==> src/rtl/fifo_rd_dispatch.sv <==
// Read-side dispatcher: locks onto the port chosen by the arbiter and drains one
// length-prefixed packet from it onto a valid/ready stream through a 2-entry buffer.
module fifo_rd_dispatch #(
  parameter int unsigned PORT_NUM = 12,
  parameter int unsigned DATA_W   = 32,
  parameter int unsigned LEN_W    = 12
) (
  input  logic                         glb_clk,
  input  logic                         glb_areset,
  input  logic [7:0]                   fifo_sel_code,
  input  logic [PORT_NUM-1:0]          fifo_empty,
  output logic [PORT_NUM-1:0]          fifo_rd_en,
  input  logic [PORT_NUM*DATA_W-1:0]   fifo_rd_data,
  output logic                         out_valid,
  input  logic                         out_ready,
  output logic [DATA_W-1:0]            out_data,
  output logic                         out_sop,
  output logic                         out_eop,
  output logic                         sel_busy,
  output logic                         sel_done,
  output logic                         sel_err
);

  localparam int unsigned IDX_W = 7;
  localparam int unsigned OCC_W = 3;

  localparam logic [2:0] S_IDLE    = 3'd0;
  localparam logic [2:0] S_HDR     = 3'd1;
  localparam logic [2:0] S_HWAIT   = 3'd2;
  localparam logic [2:0] S_PAYLOAD = 3'd3;
  localparam logic [2:0] S_DRAIN   = 3'd4;

  logic [2:0]        state, state_nxt;
  logic [IDX_W-1:0]  idx, idx_nxt;
  logic [LEN_W-1:0]  rem, rem_nxt;
  logic              busy_nxt, done_nxt, err_nxt;
  logic              rd, rd_hdr, rd_last;

  logic              rd_pend, pend_hdr, pend_last;
  logic              port_empty;
  logic [DATA_W-1:0] rd_word;
  logic [LEN_W-1:0]  hdr_len;
  logic [IDX_W-1:0]  code_idx;

  logic              b1_valid, b1_sop, b1_eop;
  logic [DATA_W-1:0] b1_data;
  logic              h_v, h_s, h_e, t_v, t_s, t_e;
  logic [DATA_W-1:0] h_d, t_d;
  logic              in_sop, in_eop;
  logic              pop, credit;
  logic [OCC_W-1:0]  occ;

  assign code_idx = fifo_sel_code[6:0];
  assign hdr_len  = rd_word[LEN_W-1:0];

  // Route the locked port's empty flag and returning data.
  always_comb begin
    port_empty = 1'b1;
    rd_word    = '0;
    for (int unsigned p = 0; p < PORT_NUM; p++) begin
      if (idx == IDX_W'(p)) begin
        port_empty = fifo_empty[p];
        rd_word    = fifo_rd_data[p*DATA_W +: DATA_W];
      end
    end
  end

  always_comb begin
    fifo_rd_en = '0;
    for (int unsigned p = 0; p < PORT_NUM; p++) begin
      fifo_rd_en[p] = rd && (idx == IDX_W'(p));
    end
  end

  // Occupancy after this cycle's departure plus the read already in flight.
  assign pop    = out_valid && out_ready;
  assign occ    = OCC_W'(out_valid) + OCC_W'(b1_valid) - OCC_W'(pop);
  assign credit = (occ + OCC_W'(rd_pend)) < OCC_W'(2);

  always_comb begin
    state_nxt = state;
    idx_nxt   = idx;
    rem_nxt   = rem;
    busy_nxt  = sel_busy;
    done_nxt  = 1'b0;
    err_nxt   = 1'b0;
    rd        = 1'b0;
    rd_hdr    = 1'b0;
    rd_last   = 1'b0;
    case (state)
      S_IDLE: begin
        if (fifo_sel_code[7]) begin
          if (code_idx < IDX_W'(PORT_NUM)) begin
            idx_nxt   = code_idx;
            busy_nxt  = 1'b1;
            state_nxt = S_HDR;
          end else begin
            err_nxt = 1'b1;
          end
        end
      end
      S_HDR: begin
        if (!port_empty && credit) begin
          rd        = 1'b1;
          rd_hdr    = 1'b1;
          state_nxt = S_HWAIT;
        end
      end
      S_HWAIT: begin
        // Header word is on the bus this cycle; it sets the payload count.
        rem_nxt   = hdr_len;
        state_nxt = (hdr_len != '0) ? S_PAYLOAD : S_DRAIN;
      end
      S_PAYLOAD: begin
        if ((rem != '0) && !port_empty && credit) begin
          rd      = 1'b1;
          rem_nxt = rem - LEN_W'(1);
          if (rem == LEN_W'(1)) begin
            rd_last   = 1'b1;
            state_nxt = S_DRAIN;
          end
        end
      end
      S_DRAIN: begin
        if ((occ == '0) && !rd_pend) begin
          done_nxt  = 1'b1;
          busy_nxt  = 1'b0;
          state_nxt = S_IDLE;
        end
      end
      default: state_nxt = S_IDLE;
    endcase
  end

  always_ff @(posedge glb_clk or posedge glb_areset) begin
    if (glb_areset) begin
      state     <= S_IDLE;
      idx       <= '0;
      rem       <= '0;
      sel_busy  <= 1'b0;
      sel_done  <= 1'b0;
      sel_err   <= 1'b0;
      rd_pend   <= 1'b0;
      pend_hdr  <= 1'b0;
      pend_last <= 1'b0;
    end else begin
      state     <= state_nxt;
      idx       <= idx_nxt;
      rem       <= rem_nxt;
      sel_busy  <= busy_nxt;
      sel_done  <= done_nxt;
      sel_err   <= err_nxt;
      rd_pend   <= rd;
      pend_hdr  <= rd_hdr;
      pend_last <= rd_last;
    end
  end

  // Header-only packets carry eop on the header itself.
  assign in_sop = pend_hdr;
  assign in_eop = pend_hdr ? (hdr_len == '0) : pend_last;

  // Two-entry buffer: head entry drives the stream, tail entry absorbs stalls.
  always_comb begin
    h_v = out_valid;
    h_d = out_data;
    h_s = out_sop;
    h_e = out_eop;
    t_v = b1_valid;
    t_d = b1_data;
    t_s = b1_sop;
    t_e = b1_eop;
    if (pop) begin
      h_v = t_v;
      h_d = t_d;
      h_s = t_s;
      h_e = t_e;
      t_v = 1'b0;
    end
    if (rd_pend) begin
      if (!h_v) begin
        h_v = 1'b1;
        h_d = rd_word;
        h_s = in_sop;
        h_e = in_eop;
      end else begin
        t_v = 1'b1;
        t_d = rd_word;
        t_s = in_sop;
        t_e = in_eop;
      end
    end
  end

  always_ff @(posedge glb_clk or posedge glb_areset) begin
    if (glb_areset) begin
      out_valid <= 1'b0;
      out_data  <= '0;
      out_sop   <= 1'b0;
      out_eop   <= 1'b0;
      b1_valid  <= 1'b0;
      b1_data   <= '0;
      b1_sop    <= 1'b0;
      b1_eop    <= 1'b0;
    end else begin
      out_valid <= h_v;
      out_data  <= h_d;
      out_sop   <= h_s;
      out_eop   <= h_e;
      b1_valid  <= t_v;
      b1_data   <= t_d;
      b1_sop    <= t_s;
      b1_eop    <= t_e;
    end
  end

endmodule

==> config.mk <==
export PLATFORM = sky130hd
export DESIGN_NAME = fifo_rd_dispatch
export DESIGN_NICKNAME = d
export VERILOG_FILES = /design/src/rtl/fifo_rd_dispatch.sv
export SDC_FILE = /design/constraint.sdc
export NUM_CORES = 1
export LEC_CHECK = 0
export ABC_AREA = 1
export CORE_AREA = 5 5 176 178
export DETAILED_ROUTE_END_ITERATION = 6
export DIE_AREA = 0 0 181 183
export PLACE_DENSITY_LB_ADDON = 0.15
export SETUP_SLACK_MARGIN = 0.3
export SKIP_CTS_REPAIR_TIMING = 1
export SYNTH_ARGS = -nofsm -noshare
export SYNTH_HDL_FRONTEND = slang
export SYNTH_SLANG_ARGS = --single-unit
export TNS_END_PERCENT = 100
==> constraint.sdc <==
create_clock -name glb_clk -period 5.7 [get_ports glb_clk]
set_clock_uncertainty 0.05 [all_clocks]
set_input_delay 1.425 -clock glb_clk [delete_from_list [all_inputs] [get_ports glb_clk]]
set_output_delay 1.425 -clock glb_clk [all_outputs]
set_load 0.05 [all_outputs]
# Yosys cells after proc, flatten, opt, wreduce, memory -nomap -nowiden
# Cells that the tools add are included.
[totals]
elab_cells = 142
regBits = 98
mem_bits_ro = 0
latchBits = 0
ram_bits = 0
memories = 0
out_inout_bits = 50
[op_classes]
div = 0
n_eq_ne = 22
n_reduce_logical = 32
shifts = 0
order_cmp = 2
bitwise_logic = 0
n_mux = 65
add_sub_neg = 4
n_mul = 0
[ops]
columns = ["op", "count"]
rows = [
  ["$mux 32", 15],
  ["$mux 1", 38],
  ["$eq 7x3->1 const B", 4],
  ["$eq 7x4->1 const B", 4],
  ["$pmux 12 s2", 1],
  ["$reduce_bool 12->1", 2],
  ["$mux 3", 7],
  ["$logic_and 1x1->1", 17],
  ["$pmux 3 s5", 1],
  ["$eq 7x2->1 const B", 2],
  ["$eq 12x1->1 const B", 1],
  ["$logic_not 12->1", 1],
  ["$mux 12", 1],
  ["$ne 2x2->1 const B", 6],
  ["$sub 12x1->12 const B", 1],
  ["$eq 7x1->1 const B", 1],
  ["$logic_not 7->1", 1],
  ["$lt 7x4->1 const B", 1],
  ["$eq 3x2->1 const B", 2],
  ["$logic_not 3->1", 2],
  ["$reduce_and 6->1", 1],
  ["$pmux 1 s2", 2],
  ["$reduce_and 2->1", 2],
  ["$reduce_and 4->1", 1],
  ["other kinds (9)", 11],
]

# Depth between registers and ports, before layout
[depth]
depth_word = 19
ltp_mapped = 21

# Worst setup path after synthesis
# OpenSTA, ideal clock, no wires.
[synth_path]
kind = "input to output"
startpoint = "in out_ready"
endpoint = "out fifo_rd_en[0]"
setup_slack_ns = -0.362
arrival_time_ns = 4.587
path_stages = 20
path_buffers = 2
cell_sequence = "nand2_1 > clkinv_1 > clkbuf_1 > ha_1 > inv_1 > ha_1 > inv_1 > ha_1 > inv_1 > ha_1 > xor2_1 > a211o_1 > inv_1 > nand2_2 > inv_2 > nand3_1 > nand2_1 > inv_2 > buf_2 > nor2_1"
[synth_between]
elab_chain_cells = 8
[synth_rtl]
columns = ["element", "line_no", "source"]
rows = [
  ["from (decl)", "15", "input logic out_ready,"],
  ["$logic_and 1x1->1 (*)", "76", "assign pop = out_valid && out_ready;"],
  ["$sub 2x1->3 (*)", "77", "assign occ = OCC_W'(out_valid) + OCC_W'(b1_valid) - OCC_W'(pop);"],
  ["$add 3x1->3 (*)", "78", "assign credit = (occ + OCC_W'(rd_pend)) < OCC_W'(2);"],
  ["$lt 3x2->1 (*)", "78", ""],
  ["$logic_and 1x1->1, on equally long branches", "115, 103", ""],
  ["$mux 1, on equally long branches", "115, 103", ""],
  ["$pmux 1 s2 (*)", "90", "case (state)"],
  ["via rd", "37", "logic rd, rd_hdr, rd_last;"],
  ["$logic_and 1x1->1 (*)", "71", "fifo_rd_en[p] = rd && (idx == IDX_W'(p));"],
  ["to (decl)", "12", "output logic [PORT_NUM-1:0] fifo_rd_en,"],
]
# Mark *: on every way through the listed nets, which the timed path passes. The rest lies on a longest branch.

# Worst setup path in the final report
[layout_path]
startpoint = "in out_ready"
endpoint = "out fifo_rd_en[4]"
# Same word-level chain as after synthesis.

==> flow_summary_export.csv <==
group,metric,value,unit
clocking,tritoncts,"yes",
layout,layout_commonest_cell,"nand2_1",
place,placedInstanceArea,0.0131,mm²
timing,rsz0062_at_grt,"no",
detailed_routing,wirelength,45200,µm
die,row_count,63,
power_and_ir_drop,internal_power,2450,µW
power_and_ir_drop,seqPwrFrac,22.6,%
hold_path,min_from,"b1_data[25]",
critical_path,worst_setup_path_end_kind,"primary output",
yosys,yosysSeqAreaShare,30.4,%
yosys,syn_inst,1305,
critical_path,rrSetupSlack,2.23,ns
timing,post-route-period-util,93.0,%
grt,grt_pass1_wl,66000,µm
grt,grt-ovfl-total,0,
power_and_ir_drop,comb_power_share,65.0,%
detailed_routing,wl_per_cell,21.3,µm
power_and_ir_drop,peakVddDrop,0.200,mV
die,fp.dieH,183,µm
place,hpwl,36800,µm
yosys,synth_nets,1719,
grt,grt_max_degree,79,
timing,final_max_slew_viol_count,0,
yosys,synthTopCellsByArea,"dfrtp_1 (30%), nand2_1 (23%), nand3_1 (7.7%)",
grt,grt_use_total,26.3,%
power_and_ir_drop,power.leakage,0.00619,µW
die,die_w,181,µm
critical_path,start_kind,"input port",
status,failed_checks,"design-rule violations",
clocking,numCtsBuffers,9,
layout,nets,2137,
yosys,syn_area_per_cell,6.19,µm²
yosys,synth_warnings,0,
critical_path,crit_fanout,6,
hold_path,hp-class,"flip-flop to flip-flop",
layout,final_area,0.0136,mm²
detailed_routing,drt.antenna.violating_nets,0,
clocking,clk_pin_slew,0.08,ns
clocking,clk_latency,0.35,ns
power_and_ir_drop,switchingPower,2630,µW
detailed_routing,drtPass1Iterations,7,
hold_path,hold_end,"b1_data[25]",
detailed_routing,drt-initial-drc-count,679,
clocking,root_buffer,"clkbuf_16",
detailed_routing,drc,4,
die,initial_core_util,27.6,%
die,ios,457,
timing,hold_viol,0,
critical_path,reg2reg_to,"rem[11]",
yosys,synth_area_leader_cell,"dfrtp_1",
place,io_buffers,456,
yosys,yosysTopAreaCellShare,30.4,%
hold_path,hold_depth,2,
timing,layout_min_cycle_time,5.30,ns
place,place_inst,2099,
grt,antenna_found_initial,15,
timing,setup_ws,0.400,ns
detailed_routing,via_per_inst,4.87,
timing,slew_headroom,32.1,%
clocking,clock_path_buffers,2,
critical_path,critical_path_class,"input port to primary output",
yosys,ys_ff_latch,98,
yosys,synth_cell_types,46,
grt,first_global_vias,10256,
clocking,htreeDepth,3,
critical_path,worst_ep_arrival_time,3.82,ns
critical_path,worstPathRequired,4.22,ns
timing,tightest_slew,1.02,ns
power_and_ir_drop,clock_power_share,12.4,%
place,routabilityCongestion,1.00,
layout,drive_above_1_share,8.62,%
place,dp_slack,-0.253,ns
timing,setup_viol,0,
clocking,clkSinkCount,98,
power_and_ir_drop,p_per_area,374,mW/mm²
power_and_ir_drop,switching_share,51.8,%
die,core,0.0292,mm²
timing,max_freq,0.189,GHz
layout,n_fill_cell,3058,
layout,mostFrequentLayoutCells,"nand2_1 (489), clkdlybuf4s50_1 (443), nand3_1 (124)",
layout,syn_to_final_growth,68.0,%
die,die_area,0.0331,mm²
layout,fin_cells,2127,
detailed_routing,num_vias,10363,
critical_path,rr_worst_depth,18,
yosys,synth_area,0.00808,mm²
run,maxCapViolCount,0,
critical_path,r2r_start,"idx[5]",
status,run_status,"finished with violations",
==> area by class of cell <==
cell class	count	area (µm²)	share of cell area, %
diodes	9	22.5	0.166
multi-input cells	1006	4950	36.5
repair inverters	1	8.76	0.0645
clock inverters	7	76.3	0.562
flip-flops and latches	98	2450	18.1
clock buffers	9	225	1.66
well taps	390	488	3.59
repair buffers	477	4840	35.7
inverters	130	510	3.76
==> critical path, cell delays in order <==
cell and delay [ns]:
buf_4 0.13, nand2_8 0.06, clkinv_4 0.05, ha_4 0.20, inv_1 0.05, ha_2 0.16
inv_2 0.04, ha_4 0.25, inv_2 0.03, ha_2 0.16, xor2_1 0.15, a211o_1 0.28
inv_2 0.08, nand2_4 0.07, nor2_4 0.12, inv_2 0.07, nand2_8 0.11, clkinv_8 0.10
nor2_4 0.14, buf_12 0.14
==> worst max path at each step <==
| stage | from | to | slack, ns | cells after the start |
|---|---|---|---|---|
| floorplan | out_ready | fifo_rd_en[0] | 0.30 | 20 |
| global placement | out_ready | fifo_rd_en[2] | -0.23 | 20 |
| detailed placement | out_ready | fifo_rd_en[4] | -0.25 | 20 |
| CTS | out_ready | fifo_rd_en[4] | -0.26 | 20 |
| global route | out_ready | fifo_rd_en[4] | 0.32 | 20 |
| finish | out_ready | fifo_rd_en[4] | 0.40 | 20 |
==> registers in the layout (all words and copies together), names as in the netlist, 3 cells and up <==
name and cells:
idx 7, b1_data 32, rem 12, state 3, out_data 32
==> cell families after synthesis <==
| group | after synthesis | synth area share, % |
|---|---|---|
| adders and majority gates | 7 | 1.08 |
| xor gates and xnor gates | 8 | 0.867 |
| DFF | 98 | 30.4 |
| AOI/OAI and AO/OA | 157 | 11.5 |
| and+or+nand+nor | 833 | 45.3 |
| muxes | 1 | 0.124 |
| buffers and inverters | 201 | 10.8 |
==> synth_stat cells (all sizes together) <==
cell type	number
a2111o	1
a211o	1
a21oi	24
a221oi	6
a31oi	5
buf	41
clkbuf	30
clkinv	3
dfrtp	98
ha	7
inv	127
mux2i	1
nand2	508
nand3	128
nand3b	3
nand4	56
nor2	106
nor3	8
nor3b	1
nor4	2
o2111ai	2
o211ai	13
o21ai	94
o22ai	10
o31ai	1
or2	21
xor2	8
==> per-layer routing <==
layer / part of all wire, % / global-route usage (%) / vias to the layer above
met5: 0.12 / 0 / -
met4: 3.3 / 8.62 / 10
met3: 8.1 / 7.85 / 80
met2: 48 / 44.4 / 436
met1: 40 / 32.2 / 4769
li1: - / - / 5068
==> power by group through the flow <==
stage	Combinational (µW)	Sequential [µW]	Clock, µW
after floorplan	1680	1550	0
after global placement	3230	1160	0
after detailed placement	3250	1160	0
after CTS	3260	1150	647
after global routing	3600	1180	676
final	3300	1150	630
==> through the flow <==
step	total power [µW]	hold slack [ns]	TNS (ns)	util, %
4_1_cts	5060	0.436	-2.69	45.9
3_3_place_gp	4380	0.412	-2.35	44.9
5_1_grt	5450	0.455	0	46.4
2_1_floorplan	3220	0.399	0	-
6_report	5070	0.433	0	46.4
3_5_place_dp	4410	0.416	-2.54	44.9
Power figures use the tool's default switching activity.
